**src/rtl/uart_pkg.sv**
```systemverilog
// Shared definitions for the UART bus-side controller: register map,
// STATUS/CTRL bit positions and the bus-cycle FSM encoding.
package uart_pkg;

    localparam logic [1:0] REG_DATA   = 2'd0;
    localparam logic [1:0] REG_STATUS = 2'd1;
    localparam logic [1:0] REG_CTRL   = 2'd2;

    localparam int STAT_TX_EMPTY = 0;
    localparam int STAT_TX_FULL  = 1;
    localparam int STAT_RX_EMPTY = 2;
    localparam int STAT_RX_FULL  = 3;
    localparam int STAT_OVERRUN  = 4;
    localparam int STAT_IRQ      = 7;

    localparam int CTRL_RX_IE  = 0;
    localparam int CTRL_TX_IE  = 1;
    localparam int CTRL_OV_IE  = 2;
    localparam int CTRL_TX_RST = 6;
    localparam int CTRL_RX_RST = 7;

    typedef enum logic [1:0] {
        S_IDLE  = 2'd0,
        S_READ  = 2'd1,
        S_WRITE = 2'd2
    } bus_state_t;

endpackage

```
**src/rtl/bus_sync.sv**
```systemverilog
// Multi-flop synchroniser for asynchronous CPU bus inputs. Deliberately
// unreset so the chain keeps tracking the real bus level through a reset.
module bus_sync #(
    parameter int STAGES = 2,
    parameter int WIDTH  = 1
) (
    input  logic             clk,
    input  logic [WIDTH-1:0] d,
    output logic [WIDTH-1:0] q
);

    logic [WIDTH-1:0] chain [STAGES];

    always_ff @(posedge clk) begin
        chain[0] <= d;
        for (int i = 1; i < STAGES; i++) begin
            chain[i] <= chain[i-1];
        end
    end

    assign q = chain[STAGES-1];

endmodule

```
**src/rtl/uart_bus_ctrl.sv**
```systemverilog
// Decodes 6502-style bus cycles into the UART register map and drives
// the TX/RX FIFO strobes, sticky overrun flag and active-low interrupt.
//
// state   | meaning
// --------+-----------------------------------------------------------
// S_IDLE  | no bus cycle in progress, waiting for phi2 rise with ncs low
// S_READ  | CPU read in progress, data driven onto the bus
// S_WRITE | CPU write in progress, bus_din sampled every clk
module uart_bus_ctrl
    import uart_pkg::*;
#(
    parameter int SYNC_STAGES = 2,
    parameter int DATA_W      = 8
) (
    input  logic              clk,
    input  logic              reset,
    input  logic              phi2,
    input  logic              ncs,
    input  logic              nwe,
    input  logic [1:0]        addr,
    input  logic [DATA_W-1:0] bus_din,
    output logic [DATA_W-1:0] bus_dout,
    output logic              bus_oe,
    output logic [DATA_W-1:0] tx_data,
    output logic              tx_write_trig,
    input  logic              tx_full,
    input  logic              tx_empty,
    output logic              tx_fifo_reset,
    input  logic [DATA_W-1:0] rx_data,
    output logic              rx_read_active,
    input  logic              rx_full,
    input  logic              rx_empty,
    input  logic              rx_push,
    output logic              rx_fifo_reset,
    output logic              nirq
);

    logic [4:0] sync_d;
    logic [4:0] sync_q;
    logic       phi2_s;
    logic       ncs_s;
    logic       nwe_s;
    logic [1:0] addr_s;
    logic       phi2_prev;
    logic       phi2_rise;
    logic       phi2_fall;

    bus_state_t        state;
    bus_state_t        state_next;
    logic              commit;
    logic              read_exit;
    logic [1:0]        cyc_addr;
    logic              rd_empty_q;
    logic [DATA_W-1:0] wr_data;
    logic [2:0]        ctrl_q;
    logic              overrun;
    logic              irq_comb;
    logic [DATA_W-1:0] status_val;
    logic [DATA_W-1:0] read_mux;

    assign sync_d = {phi2, ncs, nwe, addr};

    bus_sync #(
        .STAGES (SYNC_STAGES),
        .WIDTH  (5)
    ) u_bus_sync (
        .clk (clk),
        .d   (sync_d),
        .q   (sync_q)
    );

    assign {phi2_s, ncs_s, nwe_s, addr_s} = sync_q;

    // Reset to 1 so a phi2 already high at reset release is not seen as a rise.
    always_ff @(posedge clk) begin
        if (reset) phi2_prev <= 1'b1;
        else       phi2_prev <= phi2_s;
    end

    assign phi2_rise = phi2_s & ~phi2_prev;
    assign phi2_fall = ~phi2_s & phi2_prev;

    always_ff @(posedge clk) begin
        if (reset) state <= S_IDLE;
        else       state <= state_next;
    end

    always_comb begin
        state_next = state;
        commit     = 1'b0;
        case (state)
            S_IDLE: begin
                if (phi2_rise && !ncs_s) state_next = nwe_s ? S_READ : S_WRITE;
            end
            S_READ: begin
                if (ncs_s || phi2_fall) state_next = S_IDLE;
            end
            S_WRITE: begin
                if (ncs_s) begin
                    state_next = S_IDLE;
                end else if (phi2_fall) begin
                    state_next = S_IDLE;
                    commit     = 1'b1;
                end
            end
            default: state_next = S_IDLE;
        endcase
    end

    assign read_exit = (state == S_READ) && (state_next != S_READ);

    assign irq_comb = (ctrl_q[CTRL_RX_IE] & ~rx_empty) |
                      (ctrl_q[CTRL_TX_IE] & tx_empty)  |
                      (ctrl_q[CTRL_OV_IE] & overrun);

    always_comb begin
        status_val                = '0;
        status_val[STAT_TX_EMPTY] = tx_empty;
        status_val[STAT_TX_FULL]  = tx_full;
        status_val[STAT_RX_EMPTY] = rx_empty;
        status_val[STAT_RX_FULL]  = rx_full;
        status_val[STAT_OVERRUN]  = overrun;
        status_val[STAT_IRQ]      = irq_comb;
    end

    always_comb begin
        read_mux = '0;
        case (cyc_addr)
            REG_DATA:   read_mux = rd_empty_q ? '0 : rx_data;
            REG_STATUS: read_mux = status_val;
            REG_CTRL:   read_mux = {{(DATA_W-3){1'b0}}, ctrl_q};
            default:    read_mux = '0;
        endcase
    end

    // The pop decision is frozen at READ entry so a FIFO that fills mid-cycle
    // cannot produce a late second pop.
    assign rx_read_active = (state == S_READ) && (cyc_addr == REG_DATA) && !rd_empty_q;

    always_ff @(posedge clk) begin
        if (reset) begin
            cyc_addr      <= '0;
            rd_empty_q    <= 1'b1;
            wr_data       <= '0;
            tx_data       <= '0;
            tx_write_trig <= 1'b0;
            tx_fifo_reset <= 1'b0;
            rx_fifo_reset <= 1'b0;
            ctrl_q        <= '0;
            bus_oe        <= 1'b0;
            bus_dout      <= '0;
            overrun       <= 1'b0;
            nirq          <= 1'b1;
        end else begin
            tx_write_trig <= 1'b0;
            tx_fifo_reset <= 1'b0;
            rx_fifo_reset <= 1'b0;

            if (state == S_IDLE && state_next != S_IDLE) begin
                cyc_addr   <= addr_s;
                rd_empty_q <= rx_empty;
            end

            if (state == S_WRITE) wr_data <= bus_din;

            if (commit) begin
                case (cyc_addr)
                    REG_DATA: begin
                        tx_data       <= wr_data;
                        tx_write_trig <= 1'b1;
                    end
                    REG_CTRL: begin
                        ctrl_q        <= wr_data[2:0];
                        tx_fifo_reset <= wr_data[CTRL_TX_RST];
                        rx_fifo_reset <= wr_data[CTRL_RX_RST];
                    end
                    default: ;
                endcase
            end

            if (state == S_READ && state_next == S_READ) begin
                bus_oe   <= 1'b1;
                bus_dout <= read_mux;
            end else begin
                bus_oe   <= 1'b0;
                bus_dout <= '0;
            end

            // A push into a full FIFO wins over a STATUS-read clear in the same clk.
            if (rx_push && rx_full)                       overrun <= 1'b1;
            else if (read_exit && cyc_addr == REG_STATUS) overrun <= 1'b0;

            nirq <= ~irq_comb;
        end
    end

endmodule
```
**config.mk**
```make
export PLATFORM = sky130hd
export DESIGN_NAME = uart_bus_ctrl
export DESIGN_NICKNAME = d
export VERILOG_FILES = /design/src/rtl/uart_pkg.sv /design/src/rtl/bus_sync.sv /design/src/rtl/uart_bus_ctrl.sv
export SDC_FILE = /design/constraint.sdc
export NUM_CORES = 1
export LEC_CHECK = 0
export ABC_AREA = 1
export CORE_MARGIN = 5
export CORE_UTILIZATION = 43
export CTS_BUF_LIST = sky130_fd_sc_hd__clkbuf_16
export CTS_CLUSTER_SIZE = 12
export DETAILED_ROUTE_END_ITERATION = 12
export PLACE_DENSITY_LB_ADDON = 0.2
export SYNTH_ARGS = -nofsm -noshare
export SYNTH_HDL_FRONTEND = slang
export SYNTH_SLANG_ARGS = --single-unit
```
**constraint.sdc**
```tcl
create_clock -name clk -period 1.5 [get_ports clk]
set_input_delay 0.225 -clock clk [delete_from_list [all_inputs] [get_ports clk]]
set_output_delay 0.225 -clock clk [all_outputs]
set_load 0.02 [all_outputs]
```
==> flow_summary.toml <==
[outcome]
status = "completed"

[sta]
final.setup.worst_slack_ns = 0.0627
hold_viol_final = 0
worst_slew_pin_slew_ns = 0.413
grt_setup_unrepaired = "yes"
drv_slew = 0
skew_ns = 0.00367
setup_viol = 0
finalSetupTns_ns = 0
period_needed_ns = 1.44
slew_headroom_pct = 72.3
fin_crit_sh_pct = 95.8
fmaxAchievable_ghz = 0.696
whs_ns = 0.325

[cells_and_area]
postLayoutCellArea_sq_um = 2440
utilization_pct = 65.8
num-nets-final = 291
instances_no_fill = 312
antenna-diode-count = 0
drive_gt1_share_pct = 11.4
area_delta_synth_final_pct = 45.1

[global_route]
grt_use_total_pct = 14.9
use_met3_pct = 4.82
grt_pass1_vias = 1427
grt_max_degree = 16
grt_pass1_wl_um = 6160
grt-ovfl-total = 0
use_met1_pct = 18.2
antenna_found_initial = 0
busiest_layer = "met2"
use_met2_pct = 24.8

[critical_path]
reg2reg_from = "state[1]"
reg2regPathDepth = 6
cp-end-kind = "output pin"
critPathMaxFanout = 2
reg2reg_to = "ctrl_q[0]"
crit_buf_inv = 1
path_cells = "clkdlybuf4s50_1"
cp.arrival_ns = 1.21
slowest_stage = "clkdlybuf4s50_1"
worstPathRequired_ns = 1.27
path_delay_family = "buffers and inverters"
cpPeakStageDelay_ns = 0.60
setup.worst_path.class = "reg2out"
cp-start-kind = "flip-flop"
r2r_setup_slack_ns = 0.14

[flow_run]
maxCapViolCount = 0

[cts]
cts_tree = "yes"
clkTransAtPathRegs_ns = 0.06
numCtsBuffers = 5
post-cts-setup-buffers = 0
clock_latency_ns = 0.28
hold_buffers = 0
htreeDepth = 2
cts-root-buf = "clkbuf_16"
clk_path_buf_depth = 2
clock-sinks = 49

[die]
fp.dieW_um = 72.6
rows = 22
start_util_pct = 45.4
core_area_sq_um = 3720
dieArea_sq_um = 5270
die_h_um = 72.6
ios = 50

[yosys]
async_reset_ff_share_pct = 0
synth_area_sq_um = 1690
synth.ff_latch_count = 49
synth.distinct_cells = 23
synth_flop_cell = "dfxtp_1"
avgSynthCellArea_sq_um = 8.51
syn_inst = 198
synth_fp_nets = 226
synth-edff-count = 0
synth.yosys.seq_area_share_pct = 58.2
ys_warn_count = 0

[drt]
route.detailed.drc = 0
wl_per_cell_um = 11.5
first_pass_iters = 4
drt_first_iter_violations = 104
drt.antenna.violating_nets = 0
finalWirelength_um = 3590
vias_per_cell = 4.71
vias = 1471

[pwr]
power_density_nw_per_um2 = 1040
irDropWorstVdd_mv = 0.829
power_mw = 2.54
power_leakage_nw = 0.999

[place]
post-place-cells = 304
io_buffer_count = 49
place_area_sq_um = 2300
gp_congestion = 0.774
place_hpwl_um = 2650
preCtsSetupSlack_ns = 0.00499

[hold_path]
worstHoldPathCells = 0
worstHoldPathType = "reg2reg"
min_to = "u_bus_sync.chain[0][9]"
min-delay-start = "u_bus_sync.chain[0][4]"
[metal layers]
layer / up-vias / wire, um / share of wire (%)
li1: 770 / - / -
met1: 660 / 1580 / 44
met2: 35 / 1750 / 49
met3: 6 / 211 / 5.9
met4: 0 / 48 / 1.3
met5: - / 0 / 0
[synthesized netlist by cell type, types with 2 or more instances]
master	instances	area share, %
nand3b_1	2	0.89
a21oi_1	15	4.5
inv_1	17	3.8
nand2_1	34	7.6
nand2_2	3	1.1
nand3_1	13	3.9
dfxtp_1	49	58
o21ai_0	12	3.6
a31oi_1	2	0.74
a22oi_1	3	1.3
nor2_1	35	7.8
nor3b_1	2	0.89
[timing repair]
action | in CTS | in global routing
setup endpoints to repair | 1 | 7
gates resized for setup | 3 | 4
pin swaps | 0 | 0
[registers in the layout (all words and copies together), names as in the netlist]
register / count
rx_fifo_reset: 1
cyc_addr: 2
ctrl_q: 3
rd_empty_q: 1
tx_write_trig: 1
tx_fifo_reset: 1
nirq: 1
u_bus_sync.chain: 10
bus_oe: 1
wr_data: 8
state: 2
tx_data: 8
phi2_prev: 1
bus_dout: 8
overrun: 1
[report_power, final]
part           total (mW)  switching [mW]  leakage, nW  internal, mW
Sequential           1.34          0.0113        0.399          1.33
Combinational       0.171          0.0743        0.525        0.0964
Clock                1.03           0.427       0.0748         0.604
Total                2.54           0.513        0.999          2.03
[layout make-up]
cell class                 instances  area [sq um]
clock buffer                       5           125
clock inverter                     3          13.8
fill                             336          1270
inverter                          17          63.8
multi-input combinational        129           621
sequential                        49           981
tap                               48          60.1
timing repair buffer              61           581
[cell usage in the layout, fill, tap and decap left out]
| master | count |
|---|---|
| a21oi_1 | 15 |
| a22oi_1 | 3 |
| a31oi_1 | 2 |
| and3_2 | 1 |
| buf_2 | 1 |
| buf_4 | 12 |
| clkbuf_16 | 5 |
| clkdlybuf4s50_1 | 46 |
| clkinv_2 | 2 |
| dfxtp_1 | 49 |
| dlymetal6s2s_1 | 2 |
| inv_1 | 18 |
| nand2_1 | 33 |
| nand2_2 | 4 |
| nand2_4 | 1 |
| nand3_1 | 13 |
| nand3_2 | 1 |
| nand3b_1 | 2 |
| nor2_1 | 35 |
| nor2_2 | 1 |
| nor2_4 | 1 |
| nor3_1 | 1 |
| nor3_4 | 1 |
| nor3b_1 | 2 |
| o211ai_1 | 1 |
| o21ai_0 | 12 |
[worst max path at each step]
stage / startpoint / endpoint / slack [ns] / depth (start not counted)
CTS: state[1] / ctrl_q[0] / 0.04 / 6
floorplan: cyc_addr[1] / bus_dout[5] / 0.17 / 4
finish: tx_data[7] / tx_data[7] / 0.06 / 1
detailed placement: state[0] / rx_read_active / 0.005 / 5
global placement: state[0] / rx_read_active / 0.0006 / 5
global route: state[1] / ctrl_q[0] / -0.0004 / 6
[kinds of logic after synthesis]
| kind of cell | share of synthesized area (%) |
|---|---|
| AOI/OAI and AO/OA | 10.5 |
| DFF | 58.2 |
| buffers and inverters | 5.12 |
| and+or+nand+nor | 26.1 |
Note: power is estimated with default switching activity, not from simulation.
